===== src/rtl/k_and_s_pkg.sv =====
// k_and_s_pkg: shared types and opcode constants for the K&S data path.
//   alu_op_t                 - 3-bit ALU operation select
//   mem_state_t              - memory sequencer states
//   decoded_instruction_type - decoded instruction presented to the control unit
//   OP_*                     - instruction opcodes (IR[15:8])
package k_and_s_pkg;

  typedef enum logic [2:0] {
    ALU_OR   = 3'b000,
    ALU_ADD  = 3'b001,
    ALU_SUB  = 3'b010,
    ALU_AND  = 3'b011,
    ALU_XOR  = 3'b100,
    ALU_SHL  = 3'b101,
    ALU_SHR  = 3'b110,
    ALU_PASS = 3'b111
  } alu_op_t;

  typedef enum logic [1:0] {
    MEM_IDLE,
    MEM_REQ,
    MEM_DONE
  } mem_state_t;

  typedef enum logic [4:0] {
    I_NOP, I_LOAD, I_STORE, I_MOVE,
    I_ADD, I_SUB, I_AND, I_OR, I_XOR, I_SHL, I_SHR,
    I_BRANCH, I_BZERO, I_BNEG, I_BOV, I_BNOV, I_BNNEG, I_BNZERO,
    I_HALT
  } decoded_instruction_type;

  localparam logic [7:0] OP_LOAD   = 8'h81;
  localparam logic [7:0] OP_STORE  = 8'h82;
  localparam logic [7:0] OP_MOVE   = 8'h91;
  localparam logic [7:0] OP_ADD    = 8'hA1;
  localparam logic [7:0] OP_SUB    = 8'hA2;
  localparam logic [7:0] OP_AND    = 8'hA3;
  localparam logic [7:0] OP_OR     = 8'hA4;
  localparam logic [7:0] OP_XOR    = 8'hA5;
  localparam logic [7:0] OP_SHL    = 8'hA6;
  localparam logic [7:0] OP_SHR    = 8'hA7;
  localparam logic [7:0] OP_BRANCH = 8'h01;
  localparam logic [7:0] OP_BZERO  = 8'h02;
  localparam logic [7:0] OP_BNEG   = 8'h03;
  localparam logic [7:0] OP_BOV    = 8'h05;
  localparam logic [7:0] OP_BNOV   = 8'h06;
  localparam logic [7:0] OP_BNNEG  = 8'h0A;
  localparam logic [7:0] OP_BNZERO = 8'h0B;
  localparam logic [7:0] OP_HALT   = 8'hFF;

endpackage


===== src/rtl/ks_alu.sv =====
// ks_alu: combinational 8-operation ALU with raw (unregistered) flags.
//   a, b    in  DATA_W  operands (SUB computes a - b; shifts and PASS use a)
//   op      in  3       alu_op_t
//   result  out DATA_W  operation result
//   zero, neg, uo, so  out  result == 0, result MSB, unsigned / signed overflow
module ks_alu
  import k_and_s_pkg::*;
#(
  parameter int DATA_W = 16
) (
  input  logic [DATA_W-1:0] a,
  input  logic [DATA_W-1:0] b,
  input  alu_op_t           op,
  output logic [DATA_W-1:0] result,
  output logic              zero,
  output logic              neg,
  output logic              uo,
  output logic              so
);

  localparam int MSB = DATA_W - 1;

  // One extra bit: carry-out for ADD, borrow (a < b unsigned) for SUB.
  logic [DATA_W:0] sum;
  logic [DATA_W:0] diff;

  always_comb begin
    // NOTE: every output gets a default before the case so no path leaves it
    // unassigned; otherwise synthesis infers a latch.
    sum    = {1'b0, a} + {1'b0, b};
    diff   = {1'b0, a} - {1'b0, b};
    result = '0;
    uo     = 1'b0;
    so     = 1'b0;
    case (op)
      ALU_OR:  result = a | b;
      ALU_ADD: begin
        result = sum[MSB:0];
        uo     = sum[DATA_W];
        so     = (a[MSB] == b[MSB]) && (sum[MSB] != a[MSB]);
      end
      ALU_SUB: begin
        result = diff[MSB:0];
        uo     = diff[DATA_W];
        so     = (a[MSB] != b[MSB]) && (diff[MSB] != a[MSB]);
      end
      ALU_AND: result = a & b;
      ALU_XOR: result = a ^ b;
      ALU_SHL: begin
        result = {a[MSB-1:0], 1'b0};
        uo     = a[MSB];
      end
      ALU_SHR: begin
        result = {1'b0, a[MSB:1]};
        uo     = a[0];
      end
      ALU_PASS: result = a;
      default:  result = '0;
    endcase
    zero = (result == '0);
    neg  = result[MSB];
  end

endmodule


===== src/rtl/ks_param_data_path.sv =====
// ks_param_data_path: K&S processor data path (IR, PC, register file, ALU with
// registered flags, handshaked memory sequencer). All actions are gated by
// control-unit strobes; no control flow is executed here.
//   clk, rst_n            clock; rst_n is asynchronous and active HIGH
//   branch, pc_enable     PC load: branch ? IR mem field : PC + 1
//   ir_enable             IR <= MDR[15:0]
//   addr_sel              memory address source: 1 = IR mem field, 0 = PC
//   c_sel                 register write data: 1 = MDR, 0 = ALU result
//   write_reg_enable      write bus_c into register c
//   flags_reg_enable      capture all four ALU flags
//   operation             ALU operation (alu_op_t)
//   mem_start, mem_write  start a transaction (sampled in IDLE only)
//   mem_done, mem_busy    completion pulse / sequencer not idle
//   decoded_instruction   decode of IR[15:8]
//   zero_op, neg_op, unsigned_overflow, signed_overflow  registered flags
//   mem_req, mem_we, mem_addr, mem_wdata, mem_rdata, mem_ack  memory port
module ks_param_data_path
  import k_and_s_pkg::*;
#(
  parameter int DATA_W = 16,
  parameter int ADDR_W = 5,
  parameter int REG_AW = 2
) (
  input  logic                    clk,
  input  logic                    rst_n,
  input  logic                    branch,
  input  logic                    pc_enable,
  input  logic                    ir_enable,
  input  logic                    addr_sel,
  input  logic                    c_sel,
  input  logic                    write_reg_enable,
  input  logic                    flags_reg_enable,
  input  alu_op_t                 operation,
  input  logic                    mem_start,
  input  logic                    mem_write,
  output logic                    mem_done,
  output logic                    mem_busy,
  output decoded_instruction_type decoded_instruction,
  output logic                    zero_op,
  output logic                    neg_op,
  output logic                    unsigned_overflow,
  output logic                    signed_overflow,
  output logic                    mem_req,
  output logic                    mem_we,
  output logic [ADDR_W-1:0]       mem_addr,
  output logic [DATA_W-1:0]       mem_wdata,
  input  logic [DATA_W-1:0]       mem_rdata,
  input  logic                    mem_ack
);

  localparam int NUM_REGS = 2 ** REG_AW;

  // All instruction fields must fit in the low byte of the 16-bit IR.
  if (ADDR_W + REG_AW > 8 || 3 * REG_AW > 8 || DATA_W < 16) begin : g_bad_params
    $error("ks_param_data_path: illegal DATA_W/ADDR_W/REG_AW combination");
  end

  logic [15:0]       ir;
  logic [ADDR_W-1:0] pc;
  logic [DATA_W-1:0] mdr;
  logic [DATA_W-1:0] regs [NUM_REGS];

  logic [REG_AW-1:0] a_idx, b_idx, c_idx;
  logic [ADDR_W-1:0] mem_field;
  logic              alu_fmt;
  logic [DATA_W-1:0] bus_a, bus_b, bus_c, alu_out;
  logic              alu_zero, alu_neg, alu_uo, alu_so;

  mem_state_t state, state_nxt;

  // Not every IR bit is a field for every parameter set.
  logic unused_ir_bits;
  assign unused_ir_bits = ^ir;

  // ---------------- decode ----------------
  assign mem_field = ir[ADDR_W-1:0];

  always_comb begin
    // NOTE: combinational logic uses blocking '=' so later statements see the
    // values assigned above them in the same pass.
    decoded_instruction = I_NOP;
    alu_fmt             = 1'b0;
    a_idx               = '0;
    b_idx               = '0;
    c_idx               = '0;
    case (ir[15:8])
      OP_LOAD: begin
        decoded_instruction = I_LOAD;
        c_idx               = ir[ADDR_W+REG_AW-1:ADDR_W];
      end
      OP_STORE: begin
        decoded_instruction = I_STORE;
        a_idx               = ir[ADDR_W+REG_AW-1:ADDR_W];
      end
      OP_MOVE: begin
        decoded_instruction = I_MOVE;
        a_idx               = ir[REG_AW-1:0];
        b_idx               = ir[REG_AW-1:0];
        c_idx               = ir[2*REG_AW-1:REG_AW];
      end
      OP_ADD:    begin decoded_instruction = I_ADD; alu_fmt = 1'b1; end
      OP_SUB:    begin decoded_instruction = I_SUB; alu_fmt = 1'b1; end
      OP_AND:    begin decoded_instruction = I_AND; alu_fmt = 1'b1; end
      OP_OR:     begin decoded_instruction = I_OR;  alu_fmt = 1'b1; end
      OP_XOR:    begin decoded_instruction = I_XOR; alu_fmt = 1'b1; end
      OP_SHL:    begin decoded_instruction = I_SHL; alu_fmt = 1'b1; end
      OP_SHR:    begin decoded_instruction = I_SHR; alu_fmt = 1'b1; end
      OP_BRANCH: decoded_instruction = I_BRANCH;
      OP_BZERO:  decoded_instruction = I_BZERO;
      OP_BNEG:   decoded_instruction = I_BNEG;
      OP_BOV:    decoded_instruction = I_BOV;
      OP_BNOV:   decoded_instruction = I_BNOV;
      OP_BNNEG:  decoded_instruction = I_BNNEG;
      OP_BNZERO: decoded_instruction = I_BNZERO;
      OP_HALT:   decoded_instruction = I_HALT;
      default:   decoded_instruction = I_NOP;
    endcase
    if (alu_fmt) begin
      a_idx = ir[REG_AW-1:0];
      b_idx = ir[2*REG_AW-1:REG_AW];
      c_idx = ir[3*REG_AW-1:2*REG_AW];
    end
  end

  // ---------------- register file and ALU ----------------
  assign bus_a = regs[a_idx];
  assign bus_b = regs[b_idx];
  assign bus_c = c_sel ? mdr : alu_out;

  ks_alu #(.DATA_W(DATA_W)) u_alu (
    .a      (bus_a),
    .b      (bus_b),
    .op     (operation),
    .result (alu_out),
    .zero   (alu_zero),
    .neg    (alu_neg),
    .uo     (alu_uo),
    .so     (alu_so)
  );

  // NOTE: this register array is small and architecturally visible, so it is
  // reset like any flop; a large RAM-style array would be left unreset.
  always_ff @(posedge clk or posedge rst_n) begin
    if (rst_n) begin
      for (int i = 0; i < NUM_REGS; i++) regs[i] <= '0;
    end else if (write_reg_enable) begin
      // NOTE: sequential state uses non-blocking '<=' so every flop samples
      // pre-edge values; a same-cycle read of regs[c_idx] sees the old data.
      regs[c_idx] <= bus_c;
    end
  end

  // ---------------- PC, IR, flags ----------------
  always_ff @(posedge clk or posedge rst_n) begin
    if (rst_n) begin
      pc                <= '0;
      ir                <= '0;
      zero_op           <= 1'b0;
      neg_op            <= 1'b0;
      unsigned_overflow <= 1'b0;
      signed_overflow   <= 1'b0;
    end else begin
      if (pc_enable) pc <= branch ? mem_field : pc + ADDR_W'(1);
      if (ir_enable) ir <= mdr[15:0];
      if (flags_reg_enable) begin
        zero_op           <= alu_zero;
        neg_op            <= alu_neg;
        unsigned_overflow <= alu_uo;
        signed_overflow   <= alu_so;
      end
    end
  end

  // ---------------- memory sequencer ----------------
  always_ff @(posedge clk or posedge rst_n) begin
    if (rst_n) state <= MEM_IDLE;
    else       state <= state_nxt;
  end

  always_comb begin
    state_nxt = state;
    case (state)
      MEM_IDLE: if (mem_start) state_nxt = MEM_REQ;
      MEM_REQ:  if (mem_ack)   state_nxt = MEM_DONE;
      MEM_DONE: state_nxt = MEM_IDLE;
      default:  state_nxt = MEM_IDLE;
    endcase
  end

  // Request qualifiers are decoded from the state register so reset drops
  // mem_req immediately, even in the middle of a transaction.
  assign mem_req  = (state == MEM_REQ);
  assign mem_done = (state == MEM_DONE);
  assign mem_busy = (state != MEM_IDLE);

  // Address, direction and write data are latched at start and held stable
  // for the whole request; reads land in MDR on the acknowledging edge.
  always_ff @(posedge clk or posedge rst_n) begin
    if (rst_n) begin
      mem_addr  <= '0;
      mem_we    <= 1'b0;
      mem_wdata <= '0;
      mdr       <= '0;
    end else begin
      if (state == MEM_IDLE && mem_start) begin
        mem_addr  <= addr_sel ? mem_field : pc;
        mem_we    <= mem_write;
        mem_wdata <= bus_a;
      end
      if (state == MEM_REQ && mem_ack && !mem_we) mdr <= mem_rdata;
    end
  end

endmodule


===== config.mk =====
export PLATFORM = sky130hd
export DESIGN_NAME = ks_param_data_path
export DESIGN_NICKNAME = d
export VERILOG_FILES = /design/src/rtl/k_and_s_pkg.sv /design/src/rtl/ks_alu.sv /design/src/rtl/ks_param_data_path.sv
export SDC_FILE = /design/constraint.sdc
export NUM_CORES = 1
export LEC_CHECK = 0
export ABC_CLOCK_PERIOD_IN_PS = 4800
export CORE_ASPECT_RATIO = 1.25
export CORE_MARGIN = 2
export CORE_UTILIZATION = 46
export DETAILED_ROUTE_END_ITERATION = 10
export PLACE_DENSITY = 0.67
export SKIP_CTS_REPAIR_TIMING = 1
export SLEW_MARGIN = 20
export SYNTH_ARGS = -nofsm -noshare
export SYNTH_HDL_FRONTEND = slang
export SYNTH_SLANG_ARGS = --single-unit

===== constraint.sdc =====
create_clock -name clk -period 4.8 [get_ports clk]
set_input_delay 0.96 -clock clk [delete_from_list [all_inputs] [get_ports clk]]
set_output_delay 0.96 -clock clk [all_outputs]
set_load 0.01 [all_outputs]

# Yosys cells after proc, flatten, opt, wreduce, memory -nomap -nowiden
# Index checks and enable logic that the tools add are counted.
[word_totals] register_bits=129 inputBits=31 output_inout_bits=34 wordCells=100
[classes] add_sub_neg=3 n_lt_le_gt_ge=4 n_eq_ne=33 mux=26 bitwise=6 reduce_logical=13
[op_table] op="16-bit one-hot mux with 8 select lines" count=1
[op_table] op="16-bit two-way mux" count=6
[op_table] op="5-bit one-hot mux with 18 select lines" count=1
[op_table] op="8-bit equality test (second input constant)" count=11
[op_table] op="16-bit binary-select mux with 2-bit select" count=2
[op_table] op="64-bit bitwise mux" count=1
[op_table] op="16-bit demux with 2-bit select" count=1
[op_table] op="16-bit by 16-bit adder with 17-bit output" count=1
[op_table] op="16-bit by 16-bit subtractor with 17-bit output" count=1
[op_table] op="16-bit AND" count=1
[op_table] op="8-bit by 2-bit equality test with 1-bit output (second input constant)" count=2
[op_table] op="8-bit by 3-bit equality test with 1-bit output (second input constant)" count=2
[op_table] op="8-bit by 4-bit equality test with 1-bit output (second input constant)" count=2
[op_table] op="16-bit logical NOT" count=1
[op_table] op="16-bit bitwise OR" count=1
[op_table] op="16-bit XOR" count=1
[op_table] op="3-bit equality test (second input constant)" count=4
[op_table] op="2-bit two-way mux" count=6
[op_table] op="2-bit one-hot mux with 2 select lines" count=3
[op_table] op="5-bit two-way mux" count=2
[op_table] op="3-bit greater-or-equal comparator (second input constant)" count=3
[op_table] op="2-bit NOT with 3-bit output" count=3
[op_table] op="8-bit by 1-bit equality test with 1-bit output (second input constant)" count=1
[op_table] op="7-bit OR reduction" count=1
[op_table] op="19 further kinds" count=27

# Logic depth before layout (Yosys ltp)
[depth] word_depth=12 depth_mapped=22 ltp_nobuf=20

# By module
# From an unflattened synthesis, not the netlist that was laid out.
[hier_totals] hier_cells=1085 area_unflattened_um2=10176.0
[modules_own_cells] mod="ks_param_data_path" n_inst=1 cells_per_inst=617 area_per_inst_um2=6920.4 seq_area_each_um2=3203.1
[modules_own_cells] mod="ks_alu" n_inst=1 cells_per_inst=468 area_per_inst_um2=3255.6 seq_area_each_um2=0.0

# Worst setup path after synthesis
# Ideal clock, no wire load.
[synth_timing] path_type="register to register" startpoint="reg ir[15]" endpoint="reg regs[47] (netlist bit)" setup_time_ps=135 arrival_ps=4489 required_ps=4665 path_slack_ps=176 path_stages_with_launch=21 path_buffers=1 synth_period_minus_slack_ps=4624 cell_sequence="dfrtp_1 -> nor2b_1 -> nand2_1 -> nor2_1 -> nand2_1 -> nand2_1 -> clkbuf_1 -> mux2i_1 -> mux2i_1 -> inv_1 -> ha_1 -> a211oi_1 -> o311ai_0 -> a21oi_1 -> o31ai_1 -> a31oi_1 -> mux2i_1 -> a32o_1 -> nor2_1 -> a21oi_1 -> o21ai_0"
[synth_via] elab_chain_len=12 elab_cells_between_ends=40 classes_between="add/sub: 2; order compare: 2; eq/ne: 10; mux: 18; bitwise: 6; reduce/logical: 2"
[synth_rtl] element="start: declaration" line_no="ks_param_data_path.sv:58" rtl="logic [15:0] ir;"
[synth_rtl] element="start signal: assignment" line_no="ks_param_data_path.sv:164" rtl="if (ir_enable) ir <= mdr[15:0];"
[synth_rtl] element="8-bit equality test" line_no="ks_param_data_path.sv:86" rtl="case (ir[15:8])"
[synth_rtl] element="7-bit OR reduction (no line)"
[synth_rtl] element="1-bit two-way mux" line_no="ks_param_data_path.sv:86"
[synth_rtl] element="2-bit two-way mux" line_no="ks_param_data_path.sv:118" rtl="if (alu_fmt) begin"
[synth_rtl] element="2-bit NOT with 3-bit output, on equally long branches" line_no="ks_param_data_path.sv:126, ks_param_data_path.sv:127"
[synth_rtl] element="16-bit binary-select mux with 2-bit select, on equally long branches" line_no="ks_param_data_path.sv:126, ks_param_data_path.sv:127"
[synth_rtl] element="16-bit two-way mux, on equally long branches (2 in series)" line_no="ks_param_data_path.sv:126, ks_param_data_path.sv:127"
[synth_rtl] element="16-bit by 16-bit subtractor with 17-bit output, or another cell as far along" line_no="ks_alu.sv:31" rtl="diff = {1'b0, a} - {1'b0, b};"
[synth_rtl] element="16-bit one-hot mux with 8 select lines" line_no="ks_alu.sv:35" rtl="case (op)"
[synth_rtl] element="16-bit two-way mux" line_no="ks_param_data_path.sv:128" rtl="assign bus_c = c_sel ? mdr : alu_out;"
[synth_rtl] element="64-bit bitwise mux *" line_no="ks_param_data_path.sv:149" rtl="regs[c_idx] <= bus_c;"
[synth_rtl] element="end signal: indexed assignment" line_no="ks_param_data_path.sv:149"
[synth_rtl] element="end: declaration" line_no="ks_param_data_path.sv:61" rtl="logic [DATA_W-1:0] regs [NUM_REGS];"
# Every way passes the cells marked *; elsewhere a longest branch is shown, timed or not. The select of a mux whose other input is x is not followed.
# A chain may end at the register's enable or synchronous reset.

# Worst setup path after layout
[layout_timing] startpoint="reg ir[10]" endpoint="reg zero_op"
[layout_via] elab_chain_len=11 elab_cells_between_ends=30 classes_between="add/sub: 2; eq/ne: 9; mux: 12; bitwise: 5; reduce/logical: 2"
[layout_rtl] element="8-bit equality test" line_no="ks_param_data_path.sv:86"
[layout_rtl] element="7-bit OR reduction (no line)"
[layout_rtl] element="1-bit two-way mux" line_no="ks_param_data_path.sv:86"
[layout_rtl] element="2-bit two-way mux" line_no="ks_param_data_path.sv:118"
[layout_rtl] element="2-bit NOT with 3-bit output, on equally long branches" line_no="ks_param_data_path.sv:126, ks_param_data_path.sv:127"
[layout_rtl] element="16-bit binary-select mux with 2-bit select, on equally long branches" line_no="ks_param_data_path.sv:126, ks_param_data_path.sv:127"
[layout_rtl] element="16-bit two-way mux, on equally long branches (2 in series)" line_no="ks_param_data_path.sv:126, ks_param_data_path.sv:127"
[layout_rtl] element="16-bit by 16-bit subtractor with 17-bit output, or another cell as far along" line_no="ks_alu.sv:31"
[layout_rtl] element="16-bit one-hot mux with 8 select lines *" line_no="ks_alu.sv:35"
[layout_rtl] element="16-bit logical NOT *" line_no="ks_alu.sv:60" rtl="zero = (result == '0);"
[layout_rtl] element="end signal: assignment" line_no="ks_param_data_path.sv:166" rtl="zero_op <= alu_zero;"
[layout_rtl] element="end: declaration" line_no="ks_param_data_path.sv:39" rtl="output logic zero_op,"
# Marks and branches as above.

==> reports/qor.csv <==
stage,metric,value,unit
outcome,outcome,"complete, no violations",
synthesis,Netlist cell types,73,
min_path,hold path start,mem_wdata[5],
detailed_routing,DR DRC count,0,
critical_path,crit path kind,reg2reg,
clock_network,"Clk Latency, worst-skew pair",430,ps
detailed_routing,Post-Route WL,30.5,mm
layout,number of diodes,0,
synthesis,cell area after synthesis,9670,um2
global_routing,GRT overflow,0,
power,VDD IR max,0.380,mV
place,Post-DP Area,11600,um2
clock_network,Root Buffer,clkbuf_16,
detailed_routing,via/cell ratio,5.94,
timing,max_slew headroom,0.265,
critical_path,Worst setup EP type,flip-flop,
timing,setup TNS,0,ps
detailed_routing,Routed WL per cell,19.9,um
global_routing,largest net degree at the start of global routing,71,
floorplan,core area,20700,um2
run,max-cap violation count,0,
layout,layout cells sized above 1,0.291,
synthesis,Synth Register Bits,128,
clock_network,htree depth,4,
critical_path,Critical Path AT,5010,ps
critical_path,Critical path origin,ir[10],
synthesis,top_reg_cell synth,dfrtp_1,
critical_path,worst-path fanout max,11,
detailed_routing,Via Count,9071,
layout,Final nets,1329,
timing,Final period util,0.970,
place,port bufs,64,
critical_path,CP startpoint kind,flip-flop,
synthesis,"EDFF count, synth",0,
global_routing,vias in the first global route,8792,
critical_path,r2r startpoint,ir[10],
timing,achievable frequency,215,MHz
critical_path,Worst Path Required,5160,ps
detailed_routing,post-route ant nets,0,
timing,count of final hold-check violations,0,
clock_network,clock sinks,128,
detailed_routing,number of DRC markers in iteration 0,764,
layout,utilization after layout,0.608,
synthesis,Syn. warnings,0,
clock_network,CTS tree,yes,
clock_network,clk buf depth,2,
global_routing,first-pass GRT wire length,47.3,mm
floorplan,die area,22200,um2
global_routing,antenna violations before repair,0,
layout,Finished Cell Area,12600,um2
layout,P&R area growth vs syn,30.5,%
synthesis,sequential area share after synthesis,0.331,
timing,Clock Skews,10.5,ps
floorplan,Die Wd,134,um
floorplan,Die Y,166,um
clock_network,cts bufs inserted,17,
detailed_routing,Pre-Repair DR Iteration Count,5,
floorplan,IO Count,65,
timing,setup violators final,0,
synthesis,Mapped Nets,1143,
power,Pleak,5.63,nW
global_routing,Total GRT Usage,0.272,
timing,Worst Tran Pin Value,1090,ps
floorplan,Row Count,59,
clock_network,Worst-path clk slew,60,ps
synthesis,Synth Instances,1054,
synthesis,synthesized area per cell,9.18,um2
place,hpwl dp,22.8,mm
timing,Tmin final,4660,ps
floorplan,Starting Density,0.466,
timing,Max Slew Vio Count,0,
power,Cell Pwr Density,748,nW/um2
synthesis,Async SR Flop Fraction,1.00,
min_path,hold crit path type,reg2reg,
place,gpl congestion,0.948,
==> Yosys cell counts (all sizes together), types with 4 or more instances <==
cell type / count / share of area
nand2: 115 / 0.045
o22ai: 23 / 0.015
dfrtp: 128 / 0.33
xnor2: 9 / 0.0082
a22o: 4 / 0.0036
and2: 10 / 0.0065
mux2i: 100 / 0.10
nor4: 8 / 0.0052
ha: 56 / 0.072
a31oi: 12 / 0.0078
o311ai: 5 / 0.0045
nand3: 28 / 0.014
a211oi: 6 / 0.0047
a21oi: 42 / 0.022
a2111oi: 7 / 0.0076
mux2: 90 / 0.10
or3: 5 / 0.0032
nand4: 9 / 0.0065
a32oi: 4 / 0.0036
a22oi: 9 / 0.0070
o211ai: 7 / 0.0054
buf: 9 / 0.0072
nor3: 15 / 0.0078
o31ai: 9 / 0.0070
a221oi: 16 / 0.014
nor4b: 4 / 0.0043
or2: 6 / 0.0039
a21o: 5 / 0.0039
nor3b: 5 / 0.0049
clkbuf: 54 / 0.021
inv: 52 / 0.020
o21ai: 72 / 0.038
nor2b: 14 / 0.0091
nand2b: 8 / 0.0052
and3: 8 / 0.0052
nor2: 55 / 0.022
==> path summary, 6_finish.rpt <==
kind / depth (start not counted) / end / slack, ps
hold / removal: 2 / mem_wdata[5] / 480
setup reg to reg: 24 / zero_op / 140
max in group asynchronous: 3 / state[1] / 2860
min in group asynchronous: 2 / regs[51] / 1070
setup / recovery: 24 / zero_op / 140
hold reg to reg: 2 / mem_wdata[5] / 480
==> cell usage in the layout (no fill, tap or decap), drive strengths merged, types with 15 or more instances in the layout <==
cell type / synthesis / final
a21oi: 42 / 42
a221oi: 16 / 16
buf: 9 / 165
clkbuf: 54 / 18
clkdlybuf4s50: 0 / 64
dfrtp: 128 / 128
ha: 56 / 56
inv: 52 / 63
mux2: 90 / 90
mux2i: 100 / 100
nand2: 115 / 115
nand3: 28 / 28
nor2: 55 / 55
nor3: 15 / 15
o21ai: 72 / 72
o22ai: 23 / 23
==> area by class of cell <==
| cell class | count | area [um2] |
|---|---|---|
| multi-input cells | 811 | 6330 |
| repair buffers | 230 | 1980 |
| flip-flops and latches | 128 | 3210 |
| inverters | 52 | 198 |
| clock buffers | 17 | 425 |
| well taps | 274 | 343 |
| clock inverters | 15 | 136 |
| fillers | 1774 | 8120 |
==> per-stage QoR <==
stage          hold WS, ps  std cells  total power [mW]  worst slack (ps)
3_5_place_dp           471       1485              7.59              -133
2_1_floorplan          466       1054              5.16               176
6_report               481       1527              9.44               144
5_1_grt                513       1527              10.1             -70.7
3_3_place_gp           467       1485              7.51              -118
4_1_cts                487       1517              8.88              -236
==> layer usage <==
| metal | vias up | global-route usage | part of all wire |
|---|---|---|---|
| met4 | 0 | 0.135 | 0.049 |
| met5 | - | 0 | 0 |
| met2 | 334 | 0.449 | 0.48 |
| met1 | 4429 | 0.353 | 0.43 |
| li1 | 4236 | - | - |
| met3 | 72 | 0.0330 | 0.041 |
==> critical path: stages, from the launching register on <==
cell	delay (ps)
dfrtp_2	460
buf_8	160
nor3_4	190
nand2b_4	170
nor2_4	50
nand2_2	80
nand2_4	80
buf_12	160
mux2i_1	120
mux2i_1	270
inv_1	110
buf_4	140
ha_1	190
nor2b_1	130
buf_4	140
a211o_1	330
a31o_2	300
o21ai_4	200
buf_4	140
xor2_1	50
a22oi_1	210
nand3_2	170
a2111oi_4	370
nand4_1	180
o21ai_1	160
==> report_power, final <==
group	switching, mW	internal [mW]	total (mW)
Combinational	3.22	3.00	6.22
Clock	0.557	0.684	1.24
Sequential	0.463	1.51	1.98
==> logic make-up after synthesis <==
kind of cell,count (synthesis),synth area share
AO/OA/AOI/OAI,256,0.177
XOR/XNOR,12,0.0109
adder cells (fa/ha/maj),58,0.0766
buffers and inverters,115,0.0484
flip-flops,128,0.331
multiplexers,190,0.209
AND/OR/NAND/NOR,295,0.147
==> state kept, by name, indices dropped and copies added, names as in the netlist <==
| name | flops |
|---|---|
| regs | 64 |
| mem_addr | 5 |
| pc | 5 |
| zero_op | 1 |
| mdr | 16 |
| signed_overflow | 1 |
| unsigned_overflow | 1 |
| state | 2 |
| neg_op | 1 |
| mem_we | 1 |
| mem_wdata | 16 |
| ir | 15 |
Power figures use the tool's default switching activity.
